## config.mk

```make
export PLATFORM = sky130hd
export DESIGN_NAME = pipe_hazard_ctrl
export DESIGN_NICKNAME = d
export VERILOG_FILES = /design/src/rtl/pipe_hazard_ctrl_pkg.sv /design/src/rtl/pipe_hazard_ctrl_wdog.sv /design/src/rtl/pipe_hazard_ctrl.sv
export SDC_FILE = /design/constraint.sdc
export NUM_CORES = 1
export LEC_CHECK = 0
export CORE_ASPECT_RATIO = 0.7
export CORE_MARGIN = 2
export CORE_UTILIZATION = 40
export CTS_CLUSTER_DIAMETER = 150
export DETAILED_ROUTE_END_ITERATION = 7
export MAX_ROUTING_LAYER = met4
export PLACE_DENSITY = 0.74
export SYNTH_ARGS = -nofsm -noshare
export SYNTH_HDL_FRONTEND = slang
export SYNTH_SLANG_ARGS = --single-unit
```

## constraint.sdc

```tcl
create_clock -name clk -period 1.8 [get_ports clk]
set_input_delay 0.18 -clock clk [delete_from_list [all_inputs] [get_ports clk]]
set_output_delay 0.18 -clock clk [all_outputs]
set_load 0.01 [all_outputs]
```

## src/rtl/pipe_hazard_ctrl_pkg.sv

```systemverilog
// Shared pipeline-control constants, FSM state encoding and the priority-mask helper.
package pipe_hazard_ctrl_pkg;

  localparam int PIPE_CTRL_STAGES   = 5;
  localparam int PIPE_CTRL_WDOG_CYC = 64;
  localparam int PIPE_MAX_STAGES    = 32;

  typedef enum logic [1:0] {
    ST_RUN     = 2'd0,
    ST_HALTING = 2'd1,
    ST_HALTED  = 2'd2
  } ctrl_state_e;

  // Highest set bit becomes a thermometer: every bit at or below it is set.
  function automatic logic [PIPE_MAX_STAGES-1:0] thermo_mask(input logic [PIPE_MAX_STAGES-1:0] v);
    logic acc;
    acc = 1'b0;
    thermo_mask = '0;
    for (int i = PIPE_MAX_STAGES - 1; i >= 0; i--) begin
      acc            = acc | v[i];
      thermo_mask[i] = acc;
    end
  endfunction

endpackage

```

## src/rtl/pipe_hazard_ctrl_wdog.sv

```systemverilog
// Stall watchdog: counts consecutive stalled cycles, saturates, raises a sticky error.
module pipe_wdog #(
  parameter int WDOG_CYC = 64
) (
  input  logic clk,
  input  logic rst,
  input  logic inc,
  input  logic hold,
  output logic err
);

  localparam int CW = $clog2(WDOG_CYC + 1);

  logic [CW-1:0] cnt;

  always_ff @(posedge clk) begin
    if (rst) begin
      cnt <= '0;
      err <= 1'b0;
    end else begin
      // Error lags the counter reaching the limit by one cycle.
      if (cnt == CW'(WDOG_CYC)) err <= 1'b1;
      if (!hold) begin
        if (!inc)                      cnt <= '0;
        else if (cnt != CW'(WDOG_CYC)) cnt <= cnt + CW'(1);
      end
    end
  end

endmodule

```

## src/rtl/pipe_hazard_ctrl.sv

```systemverilog
// Pipeline hazard controller: stall/flush/bubble masks, debug halt FSM, stall watchdog.
// Optional PIPE_CTRL_PERF_EN adds stall-cycle and flush-cycle performance counters.
module pipe_hazard_ctrl
  import pipe_hazard_ctrl_pkg::*;
#(
  parameter int STAGES   = PIPE_CTRL_STAGES,
  parameter int WDOG_CYC = PIPE_CTRL_WDOG_CYC
) (
  input  logic              clk,
  input  logic              rst,
  input  logic [STAGES-1:0] stall_req,
  input  logic [STAGES-1:0] flush_req,
  input  logic              halt_req,
  input  logic              resume,
  output logic [STAGES-1:0] stall,
  output logic [STAGES-1:0] flush,
  output logic [STAGES-1:0] bubble,
  output logic              halted,
  output logic              wdog_err
`ifdef PIPE_CTRL_PERF_EN
  ,
  output logic [31:0]       perf_stall_cyc,
  output logic [31:0]       perf_flush_cnt
`endif
);

  localparam int P = PIPE_MAX_STAGES;

  ctrl_state_e       state;
  logic [STAGES-1:0] flush_run, stall_eff, stall_run;

  // Stages younger than the oldest redirecting stage are discarded and may not stall.
  assign flush_run = STAGES'(thermo_mask(P'(flush_req) >> 1));
  assign stall_eff = stall_req & ~flush_run;
  assign stall_run = (STAGES'(thermo_mask(P'(stall_eff)))
                     | {{(STAGES-1){1'b0}}, state == ST_HALTING})
                     & ~flush_run;

  always_comb begin
    stall = '0;
    flush = '0;
    if (rst) begin
      stall = '1;
      flush = '1;
    end else if (state == ST_HALTED) begin
      stall = '1;
    end else begin
      stall = stall_run;
      flush = flush_run;
    end
  end

  assign bubble = {stall[STAGES-2:0], 1'b0} & ~stall & ~flush;

  always_ff @(posedge clk) begin
    if (rst) begin
      state  <= ST_RUN;
      halted <= 1'b0;
    end else begin
      case (state)
        ST_RUN: if (halt_req) state <= ST_HALTING;
        ST_HALTING: begin
          if (!halt_req) begin
            state <= ST_RUN;
          end else if (stall_req[STAGES-1:1] == '0) begin
            state  <= ST_HALTED;
            halted <= 1'b1;
          end
        end
        ST_HALTED: begin
          if (resume) begin
            state  <= ST_RUN;
            halted <= 1'b0;
          end
        end
        default: begin
          state  <= ST_RUN;
          halted <= 1'b0;
        end
      endcase
    end
  end

  pipe_wdog #(.WDOG_CYC(WDOG_CYC)) u_wdog (
    .clk  (clk),
    .rst  (rst),
    .inc  ((|stall) & ~(|flush)),
    .hold (state == ST_HALTED),
    .err  (wdog_err)
  );

`ifdef PIPE_CTRL_PERF_EN
  always_ff @(posedge clk) begin
    if (rst) begin
      perf_stall_cyc <= '0;
      perf_flush_cnt <= '0;
    end else begin
      if (|stall)     perf_stall_cyc <= perf_stall_cyc + 32'd1;
      if (|flush_req) perf_flush_cnt <= perf_flush_cnt + 32'd1;
    end
  end
`endif

endmodule

```

==> results of run 1 <==
[layout by cell type, fill, tap and decap left out, types with 3 or more instances in the layout]
| cell | netlist | final |
|---|---|---|
| o2111ai_1 | 4 | 3 |
| buf_4 | 2 | 26 |
| nand3_1 | 4 | 4 |
| nor2_1 | 11 | 10 |
| dfxtp_1 | 11 | 9 |
| o21ai_1 | 5 | 5 |
| or2_2 | 3 | 3 |
| a21oi_1 | 7 | 7 |
| dlygate4sd2_1 | 0 | 11 |
| clkbuf_4 | 0 | 3 |
| clkdlybuf4s50_1 | 0 | 12 |
| nand2_1 | 12 | 12 |
| o211ai_1 | 3 | 3 |
| o21bai_1 | 3 | 3 |
| inv_1 | 7 | 7 |
[what timing repair did]
item,in CTS,in global routing
buffers inserted,3,3
setup endpoints to repair,12,11
gates resized for setup,22,11
pin swaps,2,5
[state kept, by name, indices dropped and copies added (netlist names)]
name,flops
state,2
u_wdog.err,1
u_wdog.cnt,7
halted,1
[worst max-delay path: stages, from the launching register on]
cell	delay (ps)
dfxtp_2	340
inv_1	60
a2111oi_4	450
a21oi_4	110
and4_1	190
clkbuf_2	130
[layout make-up]
type | instances | area, um2
fillers | 182 | 694.4
flip-flops and latches | 11 | 225.2
well taps | 32 | 40.04
clock buffers | 4 | 26.28
multi-input cells | 84 | 674.4
repair buffers | 55 | 467.9
inverters | 7 | 26.28
[final timing paths]
| check | slack, ps | end | depth (start not counted) | start |
|---|---|---|---|---|
| hold / removal | 480 | u_wdog.err$_SDFFE_PP0N_ | 2 | u_wdog.err$_SDFFE_PP0N_ |
| hold reg to reg | 480 | u_wdog.err$_SDFFE_PP0N_ | 2 | u_wdog.err$_SDFFE_PP0N_ |
| setup / recovery | 60 | bubble[1] | 5 | state[1]$_SDFFE_PP0P_ |
| setup reg to reg | 180 | u_wdog.cnt[6]$_SDFFE_PP0P_ | 6 | state[1]$_SDFFE_PP0P_ |
[power groups by stage]
stage                     Combinational (mW)  Clock [mW]  Sequential [mW]
after floorplan                       0.0649           0            0.254
after global placement                 0.164           0            0.253
after detailed placement               0.167           0            0.254
after CTS                              0.163       0.174            0.249
after global routing                   0.185       0.189            0.248
final                                  0.174       0.171            0.248
[metal layers]
layer | up-vias | wire [um]
met2 | 20 | 1454
li1 | 496 | -
met4 | 0 | 54
met3 | 4 | 86
met1 | 489 | 1279
met5 | - | 0
[logic make-up after synthesis]
logic type                 count (synthesis)  synth area share, %
DFF                                       11                24.21
other                                      1               0.4123
muxes                                      1                1.100
buffers and inverters                     11                6.189
and+or+nand+nor                           47                32.05
adders and majority gates                  2                2.751
AOI/OAI and AO/OA                         33                33.29
[per-stage QoR]
| step | power [mW] | worst slack [ps] | area (um2) |
|---|---|---|---|
| 4_1_cts | 0.5860 | -70.31 | 1410 |
| 3_5_place_dp | 0.4203 | -448.9 | 1358 |
| 6_report | 0.5932 | 60.45 | 1460 |
| 3_3_place_gp | 0.4171 | -320.9 | 1358 |
| 2_1_floorplan | 0.3187 | 279.4 | 909.6 |
| 5_1_grt | 0.6222 | -6.186 | 1460 |
==> flow_metrics.env, run 1 <==
export IMPL_gp_congestion=0.8499
export IMPL_yosys_warnings=0
export IMPL_remaining_drc_errors=0
export IMPL_ys_ff_latch=11
export IMPL_die_area_um2=2677
export IMPL_cts_tree="yes"
export IMPL_crit_fanout=3
export IMPL_holdBufCountCts=0
export IMPL_drt_iter0_drc=31
export IMPL_power_frac_seq_pct=41.8
export IMPL_grtUsageMet1_pct=31.82
export IMPL_grt_pass1_wl_um=4629
export IMPL_dp_cells=183
export IMPL_die_h_um=43.90
export IMPL_holdWs_ps=480.3
export IMPL_row_count=14
export IMPL_synth_top_cells_by_count="nand2_1 (12), dfxtp_1 (11), nor2_1 (11), a21oi_1 (7), inv_1 (7)"
export IMPL_synth_edff_count=0
export IMPL_setup_viol=0
export IMPL_p_int_uw=420.8
export IMPL_grtUsageTotal_pct=24.37
export IMPL_cts_buffers=3
export IMPL_switchingPower_uw=172.4
export IMPL_clkTransAtPathRegs_ps=70
export IMPL_cts_sinks=11
export IMPL_avgSynthCellArea_um2=8.581
export IMPL_cts_path_max_buffers=2
export IMPL_instances_no_fill=193
export IMPL_root_buffer="clkbuf_4"
export IMPL_clock_skew_ps=0.5582
export IMPL_ys_dominant_reg_cell="dfxtp_1"
export IMPL_p_clk_share_pct=28.8
export IMPL_synth_most_common_cell="nand2_1"
export IMPL_yosysTopAreaCell="dfxtp_1"
export IMPL_fin_util_pct=67.77
export IMPL_fin_nets=178
export IMPL_yosysSeqAreaShare_pct=24.21
export IMPL_die_w_um=61.00
export IMPL_start_util_pct=42.22
export IMPL_power_frac_comb_pct=29.4
export IMPL_diodes=0
export IMPL_vdd_ir_drop_max_uv=290.5
export IMPL_worstSetupPathType="flop to output pin"
export IMPL_vias_per_cell=5.228
export IMPL_wire_per_inst_um=14.89
export IMPL_grt_use_met2_pct=38.49
export IMPL_maxSlewViolCount=0
export IMPL_grt_overflow_total=0
export IMPL_area_delta_synth_final_pct=60.52
export IMPL_cellPowerDensity_nw_per_um2=406.2
export IMPL_max_cap_violations=0
export IMPL_synth_top_cell_area_share_pct=24.21
export IMPL_async_reset_ff_share_pct=0
export IMPL_synthTopCellsByArea="dfxtp_1 (24%), a2111oi_4 (6.1%), nand2_1 (5.0%), nor2_1 (4.5%), a21oi_1 (3.9%)"
export IMPL_port_buffers=28
export IMPL_drt_pass1_iterations=4
export IMPL_grt_pass1_vias=975
export IMPL_power_static_leakage_nw=0.5570
export IMPL_end_kind="output pin"
export IMPL_core_um2=2155
export IMPL_synth_area_um2=909.6
export IMPL_clock_fmax_mhz=574.9
export IMPL_worstPathArrival_ps=1560
export IMPL_postRouteAntennaNets=0
export IMPL_ios=31
export IMPL_setup_tns_ps=0
export IMPL_clk_insertion_delay_late_ps=270
export IMPL_yosysUniqueCellTypes=40
export IMPL_synth_nets=122
export IMPL_crit_required_ps=1620
export IMPL_hold_path_class="flop to flop"
export IMPL_outcome="completed"
export IMPL_grt_max_degree=15
export IMPL_grt_busiest_layer="met2"
export IMPL_vias=1009
export IMPL_htree_levels=1
export IMPL_min_period_ps=1740
export IMPL_syn_inst=106
export IMPL_min_period_over_period_pct=96.64
export IMPL_met3_usage_pct=5.970
export IMPL_start_kind="flop"
export IMPL_antenna_found_initial=0
export IMPL_drive_gt1_share_pct=34.78
export IMPL_p_sw_share_pct=29.06
export IMPL_place_hpwl_um=2209
export IMPL_wirelength_um=2874
export IMPL_finalHoldViolations=0
Power figures use the tool's default switching activity.
==> run 2, diff against run 1 <==
--- a/config.mk
+++ b/config.mk
@@ -6,7 +6,6 @@
 export NUM_CORES = 1
 export LEC_CHECK = 0
 export CORE_ASPECT_RATIO = 0.7
-export CORE_MARGIN = 2
 export CORE_UTILIZATION = 40
 export CTS_CLUSTER_DIAMETER = 150
 export DETAILED_ROUTE_END_ITERATION = 7
==> run 2 against run 1 <==
  * Total power down 1.3%
  * Cell count down 2.6%
  * Clock skew up 4.3 ps
  * Non-clock buffer count down 5
  * Critical path depth down 2
  * Clock power about the same
  * Fmax down 0.38%
  * Critical path type unchanged
  * Largest cell class unchanged
  * Largest power group unchanged
==> flow_metrics.env, run 2 (same netlist as run 1, synthesis figures left out) <==
export IMPL_outcome="completed"
export IMPL_worstSetupPathType="flop to output pin"
export IMPL_crit_chain="nor2b_4 -> or3_1 -> clkdlybuf4s50_1"
export IMPL_reg2reg_depth=6
export IMPL_htree_levels=1
export IMPL_placedInstanceArea_um2=1350
export IMPL_wire_per_inst_um=14.40
export IMPL_area_delta_synth_final_pct=54.47
export IMPL_layout_common_cells="buf_4 (21), dlygate4sd2_1 (13), nand2_1 (12)"
export IMPL_grt_max_degree=14
export IMPL_max_stage_delay_ps=490
export IMPL_diodes=0
export IMPL_cts_path_max_buffers=2
export IMPL_finalHoldViolations=0
export IMPL_vias=991
export IMPL_largest_register_ffs=7
export IMPL_vias_per_cell=5.271
export IMPL_cts_sinks=11
export IMPL_worstPathArrival_ps=1570
export IMPL_die_h_um=41.90
export IMPL_remaining_drc_errors=0
export IMPL_power_frac_comb_pct=27.9
export IMPL_crit_required_ps=1620
export IMPL_cts_buffers=3
export IMPL_hold_path_class="input port to flop"
export IMPL_n_fill_cell=200
export IMPL_grt_overflow_total=0
export IMPL_holdBufCountCts=0
export IMPL_r2r_setup_slack_ps=160
export IMPL_regToRegEndpoint="u_wdog.cnt[4]$_SDFFE_PP0P_"
export IMPL_die_area_um2=2472
export IMPL_min_period_over_period_pct=97.01
export IMPL_wirelength_um=2708
export IMPL_max_cap_violations=0
export IMPL_crit_path_end="stall[4]"
export IMPL_drive_gt1_share_pct=33.97
export IMPL_vdd_ir_drop_max_uv=439.7
export IMPL_grtUsageTotal_pct=24.87
export IMPL_root_buffer="clkbuf_4"
export IMPL_p_clk_share_pct=29.6
export IMPL_gp_congestion=0.8738
export IMPL_postRouteAntennaNets=0
export IMPL_grt_pass1_vias=942
export IMPL_end_kind="output pin"
export IMPL_drt_pass1_iterations=4
export IMPL_power_frac_seq_pct=42.4
export IMPL_clkTransAtPathRegs_ps=70
export IMPL_core_um2=2155
export IMPL_fin_util_pct=65.21
export IMPL_top_regs="u_wdog.cnt: 7 flops, state: 2 flops"
export IMPL_row_count=14
export IMPL_critPathSlowestCell="clkdlybuf4s50_1"
export IMPL_die_w_um=59.00
export IMPL_fin_area_um2=1405
export IMPL_cts_tree="yes"
export IMPL_layout_commonest_cell="buf_4"
export IMPL_clock_skew_ps=4.856
export IMPL_setup_tns_ps=0
export IMPL_power_static_leakage_nw=0.5235
export IMPL_rsz0062_at_grt="yes"
export IMPL_grt_pass1_wl_um=4464
export IMPL_regMostFlops="u_wdog.cnt"
export IMPL_timing_rr_start="state[1]$_SDFFE_PP0P_"
export IMPL_min_period_ps=1746
export IMPL_setup_viol=0
export IMPL_switchingPower_uw=173.4
export IMPL_p_int_uw=412.3
export IMPL_start_util_pct=42.22
export IMPL_ios=31
export IMPL_antenna_found_initial=0
export IMPL_p_sw_share_pct=29.60
export IMPL_maxSlewViolCount=0
export IMPL_start_kind="flop"
export IMPL_cellPowerDensity_nw_per_um2=416.9
export IMPL_crit_path_start="state[1]$_SDFFE_PP0P_"
export IMPL_place_hpwl_um=2100
export IMPL_clk_insertion_delay_late_ps=270
export IMPL_drt_iter0_drc=20
export IMPL_port_buffers=28
export IMPL_clock_fmax_mhz=572.7
export IMPL_crit_fanout=4
export IMPL_fin_nets=173
## run 2: worst min path at each step
stage                                 start                      end  slack [ps]  cells after the start
floorplan                          halt_req    state[0]$_SDFFE_PP0P_         300                      2
global placement    u_wdog.err$_SDFFE_PP0N_  u_wdog.err$_SDFFE_PP0N_         450                      2
detailed placement  u_wdog.err$_SDFFE_PP0N_  u_wdog.err$_SDFFE_PP0N_         460                      2
CTS                                halt_req    state[0]$_SDFFE_PP0P_         480                      3
global route                       halt_req    state[0]$_SDFFE_PP0P_         490                      3
finish                             halt_req    state[0]$_SDFFE_PP0P_         480                      3
## run 2: worst max-delay path: cells and delay by family, from the launching register on
kind	cells	cell delay, ps
and+or+nand+nor	2	470
buffers and inverters	1	490
DFF	1	340
## run 2: power groups by stage
stage	registers, mW	clock network (mW)	logic (mW)
floorplan	0.254	0	0.0649
global placement	0.253	0	0.162
detailed placement	0.254	0	0.165
CTS	0.248	0.179	0.159
global route	0.249	0.192	0.175
finish	0.248	0.174	0.164
## run 2: cell type report
type                       instances  area [um2]  area share [%]
multi-input combinational         84       673.1           47.91
inverter                           7       26.28           1.870
sequential                        11       222.7           15.85
clock buffer                       4       26.28           1.870
timing repair buffer              50       416.7           29.65
tap                               32       40.04           2.850
## run 2: through the flow
step	setup WS [ps]	total power, mW	cells	hold slack (ps)
5_1_grt	-13.41	0.6160	188	485.6
4_1_cts	7.115	0.5857	188	477.9
6_report	53.89	0.5857	188	477.9
2_1_floorplan	279.4	0.3187	106	296.1
3_3_place_gp	-343.1	0.4150	182	453.6
3_5_place_dp	-411.0	0.4186	182	460.0
## run 2: timing repair
action	CTS	global route
setup endpoints to repair	12	8
setup buffers	2	0
gates resized for setup	26	11
pin swaps	4	3
cloned	0	0
## run 2: metal layers
metal	vias to the layer above	wire (um)	track usage (%)	part of all wire, %
met2	16	1285	36.82	47
met4	0	0	3.333	0
met3	0	78	6.542	2.9
met1	486	1344	34.82	50
li1	489	-	-	-
met5	-	0	-	0
